==> config.mk <==
export PLATFORM = sky130hd
export DESIGN_NAME = id_ex_stage
export DESIGN_NICKNAME = d
export VERILOG_FILES = /design/src/rtl/id_ex_stage_pkg.sv /design/src/rtl/id_ex_stage_hazard_detect.sv /design/src/rtl/id_ex_stage.sv
export SDC_FILE = /design/constraint.sdc
export NUM_CORES = 1
export LEC_CHECK = 0
export CORE_ASPECT_RATIO = 1.25
export CORE_MARGIN = 8
export CORE_UTILIZATION = 37
export DETAILED_ROUTE_END_ITERATION = 12
export PLACE_DENSITY = 0.72
export SLEW_MARGIN = 20
export SYNTH_ARGS = -nofsm -noshare
export SYNTH_HDL_FRONTEND = slang
export SYNTH_HIERARCHICAL = 1
export SYNTH_SLANG_ARGS = --single-unit
==> constraint.sdc <==
create_clock -name clk_i -period 3.1 [get_ports clk_i]
set_input_delay 0.465 -clock clk_i [delete_from_list [all_inputs] [get_ports clk_i]]
set_output_delay 0.465 -clock clk_i [all_outputs]
set_load 0.05 [all_outputs]
==> src/rtl/id_ex_stage_pkg.sv <==
// id_ex_stage_pkg: shared ALUOp encodings, control-vector type and width defaults for the ID/EX stage.
package id_ex_stage_pkg;
    localparam int XLEN_DEF   = 32;
    localparam int REG_AW_DEF = 5;

    typedef enum logic [1:0] {
        ALUOP_ADD    = 2'b00,
        ALUOP_BRANCH = 2'b01,
        ALUOP_RTYPE  = 2'b10,
        ALUOP_ITYPE  = 2'b11
    } aluop_e;

    typedef struct packed {
        logic   regwrite;
        logic   memtoreg;
        logic   memread;
        logic   memwrite;
        logic   alusrc;
        aluop_e aluop;
    } ctrl_t;

    localparam ctrl_t CTRL_BUBBLE = '{regwrite: 1'b0, memtoreg: 1'b0, memread: 1'b0,
                                      memwrite: 1'b0, alusrc: 1'b0, aluop: ALUOP_ADD};
endpackage

==> src/rtl/id_ex_stage_hazard_detect.sv <==
// id_ex_stage_hazard_detect: combinational load-use detection between the load held in EX and the instruction in ID.
module id_ex_stage_hazard_detect #(
    parameter int REG_AW = 5
) (
    input  logic              i_ex_valid,
    input  logic              i_ex_memread,
    input  logic [REG_AW-1:0] i_ex_rd,
    input  logic              i_id_valid,
    input  logic              i_id_use_rs1,
    input  logic [REG_AW-1:0] i_id_rs1,
    input  logic              i_id_use_rs2,
    input  logic [REG_AW-1:0] i_id_rs2,
    output logic              o_stall
);
    logic w_rs1_hit;
    logic w_rs2_hit;

    assign w_rs1_hit = i_id_use_rs1 && (i_id_rs1 == i_ex_rd);
    assign w_rs2_hit = i_id_use_rs2 && (i_id_rs2 == i_ex_rd);
    // x0 is never written, so a load targeting it cannot create a dependency
    assign o_stall   = i_ex_valid && i_ex_memread && (i_ex_rd != '0) && i_id_valid && (w_rs1_hit || w_rs2_hit);
endmodule

==> src/rtl/id_ex_stage.sv <==
// id_ex_stage: ID/EX pipeline register with load-use bubble insertion, hold and flush.
// Define ID_EX_PERF_EN to add stall_cnt_o / flush_cnt_o performance counters.
module id_ex_stage
    import id_ex_stage_pkg::*;
#(
    parameter int XLEN   = XLEN_DEF,
    parameter int REG_AW = REG_AW_DEF
) (
    input  logic              clk_i,
    input  logic              rst_i,
    input  logic              hold_i,
    input  logic              flush_i,
    input  logic              id_valid_i,
    input  logic              id_regwrite_i,
    input  logic              id_memtoreg_i,
    input  logic              id_memread_i,
    input  logic              id_memwrite_i,
    input  logic              id_alusrc_i,
    input  logic [1:0]        id_aluop_i,
    input  logic [9:0]        id_funct_i,
    input  logic [REG_AW-1:0] id_rs1_i,
    input  logic [REG_AW-1:0] id_rs2_i,
    input  logic [REG_AW-1:0] id_rd_i,
    input  logic              id_use_rs1_i,
    input  logic              id_use_rs2_i,
    input  logic [XLEN-1:0]   id_rs1data_i,
    input  logic [XLEN-1:0]   id_rs2data_i,
    input  logic [XLEN-1:0]   id_imm_i,
    output logic              ex_valid_o,
    output logic              ex_regwrite_o,
    output logic              ex_memtoreg_o,
    output logic              ex_memread_o,
    output logic              ex_memwrite_o,
    output logic              ex_alusrc_o,
    output logic [1:0]        ex_aluop_o,
    output logic [9:0]        ex_funct_o,
    output logic [REG_AW-1:0] ex_rs1_o,
    output logic [REG_AW-1:0] ex_rs2_o,
    output logic [REG_AW-1:0] ex_rd_o,
    output logic [XLEN-1:0]   ex_rs1data_o,
    output logic [XLEN-1:0]   ex_rs2data_o,
    output logic [XLEN-1:0]   ex_imm_o,
    output logic              stall_o
`ifdef ID_EX_PERF_EN
    ,
    output logic [31:0]       stall_cnt_o,
    output logic [31:0]       flush_cnt_o
`endif
);
    logic              r_valid;
    ctrl_t             r_ctrl;
    logic [9:0]        r_funct;
    logic [REG_AW-1:0] r_rs1;
    logic [REG_AW-1:0] r_rs2;
    logic [REG_AW-1:0] r_rd;
    logic [XLEN-1:0]   r_rs1data;
    logic [XLEN-1:0]   r_rs2data;
    logic [XLEN-1:0]   r_imm;
    ctrl_t             w_id_ctrl;
    logic              w_stall;

    // an invalid ID slot must never carry live control into EX
    assign w_id_ctrl = id_valid_i ? '{regwrite: id_regwrite_i, memtoreg: id_memtoreg_i,
                                      memread: id_memread_i, memwrite: id_memwrite_i,
                                      alusrc: id_alusrc_i, aluop: aluop_e'(id_aluop_i)}
                                  : CTRL_BUBBLE;

    id_ex_stage_hazard_detect #(.REG_AW(REG_AW)) u_hazard (
        .i_ex_valid  (r_valid),
        .i_ex_memread(r_ctrl.memread),
        .i_ex_rd     (r_rd),
        .i_id_valid  (id_valid_i),
        .i_id_use_rs1(id_use_rs1_i),
        .i_id_rs1    (id_rs1_i),
        .i_id_use_rs2(id_use_rs2_i),
        .i_id_rs2    (id_rs2_i),
        .o_stall     (w_stall)
    );

    always_ff @(posedge clk_i or negedge rst_i) begin
        if (!rst_i) begin
            r_valid   <= 1'b0;
            r_ctrl    <= CTRL_BUBBLE;
            r_funct   <= '0;
            r_rs1     <= '0;
            r_rs2     <= '0;
            r_rd      <= '0;
            r_rs1data <= '0;
            r_rs2data <= '0;
            r_imm     <= '0;
        end else if (!hold_i) begin
            if (flush_i || w_stall) begin
                r_valid   <= 1'b0;
                r_ctrl    <= CTRL_BUBBLE;
                r_funct   <= '0;
                r_rs1     <= '0;
                r_rs2     <= '0;
                r_rd      <= '0;
                r_rs1data <= '0;
                r_rs2data <= '0;
                r_imm     <= '0;
            end else begin
                r_valid   <= id_valid_i;
                r_ctrl    <= w_id_ctrl;
                r_funct   <= id_funct_i;
                r_rs1     <= id_rs1_i;
                r_rs2     <= id_rs2_i;
                r_rd      <= id_rd_i;
                r_rs1data <= id_rs1data_i;
                r_rs2data <= id_rs2data_i;
                r_imm     <= id_imm_i;
            end
        end
    end

`ifdef ID_EX_PERF_EN
    logic [31:0] r_stall_cnt;
    logic [31:0] r_flush_cnt;

    always_ff @(posedge clk_i or negedge rst_i) begin
        if (!rst_i) begin
            r_stall_cnt <= '0;
            r_flush_cnt <= '0;
        end else if (!hold_i) begin
            r_stall_cnt <= r_stall_cnt + {31'd0, w_stall};
            r_flush_cnt <= r_flush_cnt + {31'd0, flush_i};
        end
    end

    assign stall_cnt_o = r_stall_cnt;
    assign flush_cnt_o = r_flush_cnt;
`endif

    assign ex_valid_o    = r_valid;
    assign ex_regwrite_o = r_ctrl.regwrite;
    assign ex_memtoreg_o = r_ctrl.memtoreg;
    assign ex_memread_o  = r_ctrl.memread;
    assign ex_memwrite_o = r_ctrl.memwrite;
    assign ex_alusrc_o   = r_ctrl.alusrc;
    assign ex_aluop_o    = r_ctrl.aluop;
    assign ex_funct_o    = r_funct;
    assign ex_rs1_o      = r_rs1;
    assign ex_rs2_o      = r_rs2;
    assign ex_rd_o       = r_rd;
    assign ex_rs1data_o  = r_rs1data;
    assign ex_rs2data_o  = r_rs2data;
    assign ex_imm_o      = r_imm;
    assign stall_o       = w_stall;
endmodule
; ---- Yosys cells after proc, flatten, opt, wreduce, memory -nomap -nowiden
; Index checks and enable logic that the tools add are counted.
[word_totals]
register_bits = 129
inputBits = 135
out_inout_bits = 130
[classes]
mux = 10
eq_ne = 2
n_reduce_logical = 9
[op_table]
columns = op, n
row1 = 32-bit two-way mux, 3
row2 = 5-bit two-way mux, 3
row3 = 7-bit two-way mux, 2
row4 = 5-bit == test, 2
row5 = 10-bit two-way mux, 1
row6 = 1-bit logical AND, 6
row7 = 5-bit nonzero test, 1
row8 = 1-bit logical OR, 2
row9 = 1-bit two-way mux, 1

; ---- Longest topological paths before layout
; Gate-level depths: netlist of run 1.
[logic_depth]
ltp_word = 6
depth_mapped = 9

; ---- By module
; The synthesis of run 1 kept the hierarchy.
[modules_own_cells]
columns = mod, seq_area_each_um2, n_inst, area_per_inst_um2, cells_per_inst
row1 = id_ex_stage, 3228.1, 1, 5810.6, 552
row2 = id_ex_stage_hazard_detect, 0.0, 1, 131.4, 17

; ---- Least setup slack after synthesis of run 1
; Ideal clock, no wire load.
[synth_path]
path_kind = register to register
start = reg r_rd[1] (netlist: ex_rd_o[1])
end = reg r_rd[2] (netlist: ex_rd_o[2])
path_slack_ns = 0.257
synth_period_minus_slack_ns = 2.843
path_stages_with_launch = 10
arrival_ns = 2.722
cell_sequence = dfrtp_1 > xor2_1 > nor4_1 > nand3_1 > a21oi_1 > or2_1 > buf_6 > buf_12 > buf_12 > o21ai_2
[synth_between]
elab_chain_len = 6
[synth_rtl]
columns = item, line
row1 = "start, declared", id_ex_stage.sv:55  ; logic [REG_AW-1:0] r_rd;
row2 = "start signal, assigned", id_ex_stage.sv:108  ; r_rd <= id_rd_i;
row3 = 5-bit == test (tied with other cells), id_ex_stage_hazard_detect.sv:18  ; assign w_rs1_hit = i_id_use_rs1 && (i_id_rs1 == i_ex_rd);
row4 = "1-bit logical AND, on equally long branches", "id_ex_stage_hazard_detect.sv:18, id_ex_stage_hazard_detect.sv:19, id_ex_stage_hazard_detect.sv:21"
row5 = 1-bit logical OR or 1-bit logical AND (tied branches), id_ex_stage_hazard_detect.sv:21  ; assign o_stall = i_ex_valid && i_ex_memread && (i_ex_rd != '0) && i_id_valid && (w_rs1_hit || w_rs2_hit);
row6 = 1-bit logical AND (*), id_ex_stage_hazard_detect.sv:21
row7 = named net stall_o, id_ex_stage.sv:43  ; output logic stall_o
row8 = 1-bit logical OR (*), id_ex_stage.sv:92  ; if (flush_i || w_stall) begin
row9 = 5-bit two-way mux (*), id_ex_stage.sv:92
; Mark *: on every way through the listed nets, which the timed path passes. The rest lies on a longest branch.
; A chain may end at the register's enable or synchronous reset.

; ---- Final worst setup path of run 1
[layout_path]
start = reg r_rd[3] (netlist: ex_rd_o[3])
end = reg r_valid (netlist: ex_valid_o)
[layout_between]
elab_chain_len = 6
[layout_rtl]
columns = item, line
row1 = 5-bit == test (tied with other cells), id_ex_stage_hazard_detect.sv:18
row2 = "1-bit logical AND, on equally long branches", "id_ex_stage_hazard_detect.sv:18, id_ex_stage_hazard_detect.sv:19, id_ex_stage_hazard_detect.sv:21"
row3 = 1-bit logical OR or 1-bit logical AND (tied branches), id_ex_stage_hazard_detect.sv:21
row4 = 1-bit logical AND (*), id_ex_stage_hazard_detect.sv:21
row5 = 1-bit logical OR (*), id_ex_stage.sv:92
row6 = 1-bit two-way mux (*), id_ex_stage.sv:92
row7 = "end signal, assigned", id_ex_stage.sv:103  ; r_valid <= id_valid_i;
row8 = "end, declared", id_ex_stage.sv:50  ; logic r_valid;
; Mark *: on every way between the ends. The rest lies on a longest branch, timed or not.

==> results.txt, run 1 <==
----------------------------------------------------
[Outcome]
  Run status ... finished, final reports clean

[Yosys]
  Fraction of synthesized area in multiplexers ... 0.1895%
  Combinational family with the most area after synthesis ... simple AND/OR/NAND/NOR gates
  Share of the synthesized area in the top cell type ... 54.33%
  Synthesized net count ... 704
  Async S/R FF share, synth ... 100.0%
  Total standard cell area after synthesis ... 5942 um^2
  Yosys synthesis warning count ... 6
  Most area-hungry cell type in the Yosys netlist ... sky130_fd_sc_hd__dfrtp_1
  Most frequent cell after synthesis ... sky130_fd_sc_hd__dfrtp_1
  Most instantiated flip-flop cell in the synthesis netlist ... sky130_fd_sc_hd__dfrtp_1
  Number of library cell types mapped by synthesis ... 23
  Main area contributors after synthesis ... sky130_fd_sc_hd__dfrtp_1, sky130_fd_sc_hd__nand2b_1, sky130_fd_sc_hd__o21ai_2, sky130_fd_sc_hd__nand2_1, sky130_fd_sc_hd__o21ai_0
  Simple-gate area share of the yosys netlist ... 21.88%
  Ranking of synthesized cells by instance count ... sky130_fd_sc_hd__dfrtp_1, sky130_fd_sc_hd__nand2_1, sky130_fd_sc_hd__nand2b_1, sky130_fd_sc_hd__o21ai_2, sky130_fd_sc_hd__o21ai_0
  Sequential fraction of the synthesis area ... 54.33%
  Adder and majority cell fraction of the synthesized area ... 0%
  Post-Syn Instances ... 569
  Share of the synthesized netlist area taken by xor and xnor gates ... 1.474%
  Syn Area/Cell ... 10.44 um^2
  Register bit total from synthesis ... 129
  Area fraction in compound gates after synthesis ... 16.49%
  Number of synthesized flops with an enable pin ... 0

[Drt]
  Wire length on met2 ... 8620 um
  Amount of wire on met3 after detailed routing ... 1644 um
  Number of vias after detailed routing ... 4851
  First-pass iteration count of the detailed router ... 4
  Vias per cell ... 4.624
  Metal-1 WL ... 6786 um
  Violation count after the first detailed-route iteration ... 236
  Highest routing layer actually used ... met4
  Antenna violation net count after detailed routing ... 0
  Remaining DRCs ... 0
  Final routed wire length divided by cell count ... 16.63 um
  Sum of routed wire length over all layers ... 17450 um

[GRT]
  Initial antenna violation count ... 1
  Global-route wire length before repair ... 27630 um
  Total global routing overflow ... 0
  GRT Resource Usage Total ... 17.30%
  Pin count of the biggest net entering global routing ... 93
  Number of global-route vias before repair ... 5182

[STA]
  Unrepaired setup endpoints after global routing ... false
  Clock tree skew after final layout ... 13.15 ps
  Slew @ Worst Pin ... 863.6 ps
  Rel. slew slack ... 42.30%
  Final setup viols ... 0
  Count of pins over their slew limit ... 0
  Min Clock Period, post-route ... 2462 ps
  Period utilisation layout ... 79.43%
  Final setup TNS ... 0 ps
  Final count of hold timing violations ... 0
  Fmax achieved ... 406.1 MHz

[Die]
  Core Area ... 15940 um^2
  Height of the die ... 157.7 um
  Ports placed on the boundary ... 265
  Initial Utilization ... 37.28%
  Number of rows in the core area ... 52
  DIE AREA ... 20400 um^2
  Floorplan die width ... 129.3 um

[Finish]
  Register area ... 3228 um^2
  Fin area ... 9298 um^2
  Fin nets ... 955
  Combined area of the multi-input logic cells ... 2381 um^2
  Post-layout util ... 58.33%
  P&R area growth vs syn ... 56.48%
  # fillers ... 1380
  Share of layout cells above drive strength 1 ... 14.90%

[Setup path]
  Worst setup path category ... flip-flop to flip-flop
  Setup crit end kind ... flip-flop
  Critical path origin ... ex_rd_o[3]
  Crit Path Max Fanout ... 7
  Data arrival, critical path ... 2800 ps
  Required arrival time at the worst endpoint ... 3430 ps
  Critical Path Start Type ... flip-flop
  Critical R2R Launch ... ex_rd_o[3]

[Run]
  Reported max-cap violation count ... 0

[Clock network]
  Resized Gates After CTS ... 0
  CTS H-tree depth ... 4
  CTS Root Buffer Type ... sky130_fd_sc_hd__clkbuf_16
  Clock Latency Late Sink ... 400 ps
  Clock Pin Slew Worst Setup and Hold Paths ... 60 ps
  Hold bufs inserted after CTS ... 0
  Maximum number of buffers from clock root to sink ... 2
  CTS tree ... built
  Clock sink total ... 129
  Number of setup buffers added after CTS ... 0
  Num CTS Buffers ... 17

[Placed design]
  GP Congestion ... 0.8298
  Estimated wirelength of the detail-placed design ... 13060 um
  Area after detailed placement ... 8668 um^2
  IO buf count ... 264

[Power]
  Static leakage ... 3.882 nW
  Power density normalized to cell area ... 565.6 nW/um^2
  Worst vdd ir ... 289.9 uV

[Hold path]
  Worst min path class ... primary input to asynchronous set/reset pin

----------------------------------------------------
area by class of cell:
type / count / area share [%]
diodes: 1 / 0.02691
clock buffers: 19 / 4.764
repair buffers: 274 / 30.00
multi-input cells: 398 / 25.61
well taps: 216 / 2.907
flip-flops and latches: 129 / 34.72
clock inverters: 12 / 1.978
power by group:
| part | total [W] | switching [W] | leakage, nW | internal (W) |
|---|---|---|---|---|
| Clock | 0.00210 | 0.000731 | 0.288 | 0.00137 |
| Combinational | 0.00126 | 0.000772 | 1.91 | 0.000493 |
| Sequential | 0.00190 | 0.0000840 | 1.68 | 0.00181 |
| Total | 0.00526 | 0.00159 | 3.88 | 0.00367 |
cells by family (layout without fill, tap and decap cells):
group / count (synthesis) / after routing
AO/OA/AOI/OAI: 130 / 130
multiplexers: 1 / 1
AND/OR/NAND/NOR: 257 / 257
buffers and inverters: 42 / 305
other: 0 / 1
flip-flops: 129 / 129
XOR/XNOR: 10 / 10
stage by stage:
stage / setup WS, ps / hold slack, ps / instances / power (W)
after floorplan: 257.5 / 169.4 / 569 / 0.002655
after global placement: 574.0 / 464.1 / 1017 / 0.003184
after detailed placement: 540.9 / 468.4 / 1017 / 0.003203
after CTS: 615.2 / 119.8 / 1048 / 0.005330
after global routing: 490.4 / 157.1 / 1049 / 0.005475
final: 637.8 / 103.0 / 1049 / 0.005259
layout by cell type, fill, tap and decap left out, types with 8 or more instances in the layout:
| cell type | n |
|---|---|
| sky130_fd_sc_hd__o21ai_2 | 80 |
| sky130_fd_sc_hd__nand2_1 | 123 |
| sky130_fd_sc_hd__nand2b_1 | 121 |
| sky130_fd_sc_hd__clkbuf_16 | 17 |
| sky130_fd_sc_hd__xor2_1 | 8 |
| sky130_fd_sc_hd__o21ai_0 | 41 |
| sky130_fd_sc_hd__clkdlybuf4s50_1 | 261 |
| sky130_fd_sc_hd__dfrtp_1 | 129 |
path summary, 6_finish.rpt:
kind | slack [ps] | depth (start not counted) | endpoint
min in group clk_i | 480 | 2 | ex_rs1_o[3]
worst min-delay path | 100 | 1 | ex_aluop_o[0]
worst max-delay path | 640 | 6 | ex_valid_o
worst min register to register | 480 | 2 | ex_rs1_o[3]
worst max register to register | 640 | 6 | ex_valid_o
max in group asynchronous | 2180 | 2 | ex_imm_o[18]
worst max-delay path, cell delays in order, from the launching register on:
cell and delay [ps]:
sky130_fd_sc_hd__dfrtp_1 470, sky130_fd_sc_hd__or4_1 560, sky130_fd_sc_hd__o2111ai_1 190, sky130_fd_sc_hd__a21oi_1 70
sky130_fd_sc_hd__buf_4 150, sky130_fd_sc_hd__nor3b_1 710, sky130_fd_sc_hd__mux2_1 240
state kept, by name, indices dropped and copies added (netlist names), 2 cells and up:
| register | count |
|---|---|
| ex_rs1_o | 5 |
| ex_rd_o | 5 |
| ex_imm_o | 32 |
| ex_rs1data_o | 32 |
| ex_funct_o | 10 |
| ex_aluop_o | 2 |
| ex_rs2data_o | 32 |
| ex_rs2_o | 5 |
routing by layer:
metal / up-vias / global-route usage [%]
li1: 2356 / -
met1: 2279 / 19.75
met2: 193 / 28.28
met3: 23 / 6.909
met4: 0 / 6.955
met5: - / 0
(Power assumes the default switching activity.)
==> inputs of run 2 (changes only) <==
==> constraint.sdc (replaced) <==
create_clock -name clk_i -period 2.4 [get_ports clk_i]
set_input_delay 0.36 -clock clk_i [delete_from_list [all_inputs] [get_ports clk_i]]
set_output_delay 0.36 -clock clk_i [all_outputs]
set_load 0.05 [all_outputs]
==> run 2 against run 1 <==
Effect of this change:
- final area up 1.1%
- core utilization up 0.64 points
- count of clock-buffer cells in the layout down 2
- clock power up 24%
- global-route usage up 0.21 points
- setup slack worse by 590 ps
- critical path depth up 1
- worst hold slack better by 320 ps
- highest routed layer unchanged
==> results.txt, run 2 (same netlist as run 1, synthesis figures left out) <==
----------------------------------------------------
[Clock network]
  Num CTS Buffers ... 17 (unchanged)
  CTS Root Buffer Type ... sky130_fd_sc_hd__clkbuf_16
  Clock sink total ... 129 (unchanged)
  Clock Latency Late Sink ... 400 ps (about the same)
  Clock Pin Slew Worst Setup and Hold Paths ... 60 ps (about the same)
  CTS tree ... built
  Maximum number of buffers from clock root to sink ... 2 (unchanged)
  CTS H-tree depth ... 4 (unchanged)

[Placed design]
  Estimated wirelength of the detail-placed design ... 13240 um (+1.4%)
  Pre-CTS WS ... -117.9 ps (-658.9 ps)
  GP Congestion ... 0.7997 (-3.6%)
  Area after detailed placement ... 8725 um^2 (+0.65%)
  IO buf count ... 264 (unchanged)

[Finish]
  Share of layout cells above drive strength 1 ... 16.77% (+1.9 points)
  Total inserted antenna cells ... 0 (-1)
  Most frequent standard cell in the layout excluding fill and tap cells ... sky130_fd_sc_hd__clkdlybuf4s50_1
  Post-layout util ... 58.97% (+0.64 points)
  Fin area ... 9400 um^2 (+1.1%)
  Fin nets ... 963 (+0.84%)
  # fillers ... 1339 (-3.0%)
  Commonest non-fill, non-tap cells in the layout ... sky130_fd_sc_hd__clkdlybuf4s50_1, sky130_fd_sc_hd__dfrtp_1, sky130_fd_sc_hd__nand2_1
  P&R area growth vs syn ... 58.20%

[Setup path]
  CP peak stage delay ... 410 ps (-300 ps)
  Critical path buffer and inverter count ... 3 (+2)
  Setup crit end kind ... primary output
  Cell Chain, Critical Path ... buf_6, xor2_1, nor4_2, nand3_1, a21oi_4, buf_6, buf_12
  Data arrival, critical path ... 2000 ps (-800 ps)
  Most repeated library cell on the critical path ... sky130_fd_sc_hd__buf_6
  Worst path top cell family by delay ... simple AND/OR/NAND/NOR gates
  Slowest stage cell on the critical path ... sky130_fd_sc_hd__dfrtp_1
  Critical Path Start Type ... flip-flop
  Worst setup path category ... flip-flop to primary output
  Crit Path Max Fanout ... 3 (-4)
  Required arrival time at the worst endpoint ... 2040 ps (-1390 ps)

[Drt]
  First-pass iteration count of the detailed router ... 4 (unchanged)
  Vias per cell ... 4.639 (+0.31%)
  Violation count after the first detailed-route iteration ... 221 (-6.4%)
  Final routed wire length divided by cell count ... 16.93 um (+1.8%)
  Sum of routed wire length over all layers ... 17890 um (+2.6%)
  Remaining DRCs ... 0 (unchanged)
  Number of vias after detailed routing ... 4903 (+1.1%)
  Antenna violation net count after detailed routing ... 0 (unchanged)

[STA]
  Period utilisation layout ... 98.17%
  Min Clock Period, post-route ... 2356 ps
  Clock tree skew after final layout ... 7.566 ps (-5.585 ps)
  Setup slack after layout ... 43.86 ps (-593.9 ps)
  Count of pins over their slew limit ... 0 (unchanged)
  Slew @ Worst Pin ... 618.0 ps (-245.6 ps)
  Fmax achieved ... 424.4 MHz
  Unrepaired setup endpoints after global routing ... true
  Final setup viols ... 0 (unchanged)
  Rel. slew slack ... 58.80% (+16 points)
  Final count of hold timing violations ... 0 (unchanged)

[Power]
  Power density normalized to cell area ... 714.9 nW/um^2 (+26%)
  Static leakage ... 3.929 nW (+1.2%)
  Final Power ... 0.006720 W (+28%)
  Worst vdd ir ... 407.7 uV (+41%)

[GRT]
  Global-route wire length before repair ... 27830 um (+0.72%)
  GRT Resource Usage Total ... 17.52% (+0.21 points)
  Total global routing overflow ... 0 (unchanged)
  Number of global-route vias before repair ... 5267 (+1.6%)
  Pin count of the biggest net entering global routing ... 97 (+4.3%)
  Initial antenna violation count ... 0 (-1)

[Die]
  Ports placed on the boundary ... 265 (unchanged)
  Height of the die ... 157.7 um (unchanged)
  Initial Utilization ... 37.28% (unchanged)
  Floorplan die width ... 129.3 um (unchanged)
  Core Area ... 15940 um^2 (unchanged)
  DIE AREA ... 20400 um^2 (unchanged)
  Number of rows in the core area ... 52 (unchanged)

[Outcome]
  Run status ... finished, final reports clean

[Run]
  Reported max-cap violation count ... 0 (unchanged)

[Hold path]
  Worst min path class ... primary input to flip-flop

----------------------------------------------------
[run 2: changes by cell type in the layout (fill, tap and decap cells not counted), sizes merged]
| cell | change |
|---|---|
| dlygate4sd3 | +1 |
| buf | +7 |
| clkinvlp | -2 |
| bufinv | -2 |
| clkinv | +1 |
| inv | +6 |
| clkbuf | -2 |
| diode | -1 |
[run 2: cell type report]
cell class              instances  area, um^2  area share (%)
multi-input cells             398        2424           25.78
clock buffers                  17       425.4           4.525
repair buffers                282        2875           30.59
well taps                     216       270.3           2.875
clock inverters                15       175.2           1.863
flip-flops and latches        129        3231           34.37
[run 2: worst paths after layout]
path | from | endpoint | slack (ps) | depth (start not counted)
max | ex_rd_o[1] | stall_o | 40 | 7
min | hold_i | ex_rd_o[4] | 420 | 3
max reg2reg | ex_rd_o[3] | ex_memtoreg_o | 180 | 7
min reg2reg | ex_rs1data_o[19] | ex_rs1data_o[19] | 480 | 2
max in group asynchronous | rst_i | ex_rs2data_o[7] | 1240 | 3
min in group asynchronous | rst_i | ex_alusrc_o | 480 | 2
[run 2: layer usage]
layer / global-route usage (%) / vias to the layer above / routed length, um
met1: 18.73 / 2341 / 6729
met2: 29.55 / 177 / 8884
li1: - / 2365 / -
met5: 0 / - / 0
met4: 5.833 / 0 / 313
met3: 8.493 / 20 / 1964
[run 2: repair_timing]
item | CTS | global route
hold endpoints to repair | 37 | 0
setup endpoints to repair | 8 | 1
pin swaps | 3 | 5
resized for setup | 3 | 5
setup buffers | 0 | 3
hold buffers | 1 | 0
[run 2: worst reg2reg max path, delay by kind of cell (launching register included)]
kind,cells,cell delay (ps)
buffers and inverters,2,340
AND/OR/NAND/NOR,2,840
flip-flops,1,400
AO/OA/AOI/OAI,3,550
[run 2: power breakdown]
part	leakage (nW)	total, W	switching [W]	internal (W)
logic	1.96	0.00167	0.00102	0.000652
registers	1.68	0.00244	0.0000987	0.00234
clock network	0.285	0.00261	0.00105	0.00156
[run 2: per-stage QoR]
step,instances,setup TNS (ps),hold slack [ps]
final,1057,0,421.4
after global routing,1057,-54.14,456.9
after CTS,1054,-5.045,429.8
after detailed placement,1021,-6116,377.6
after global placement,1021,-2657,374.4
after floorplan,569,0,64.41
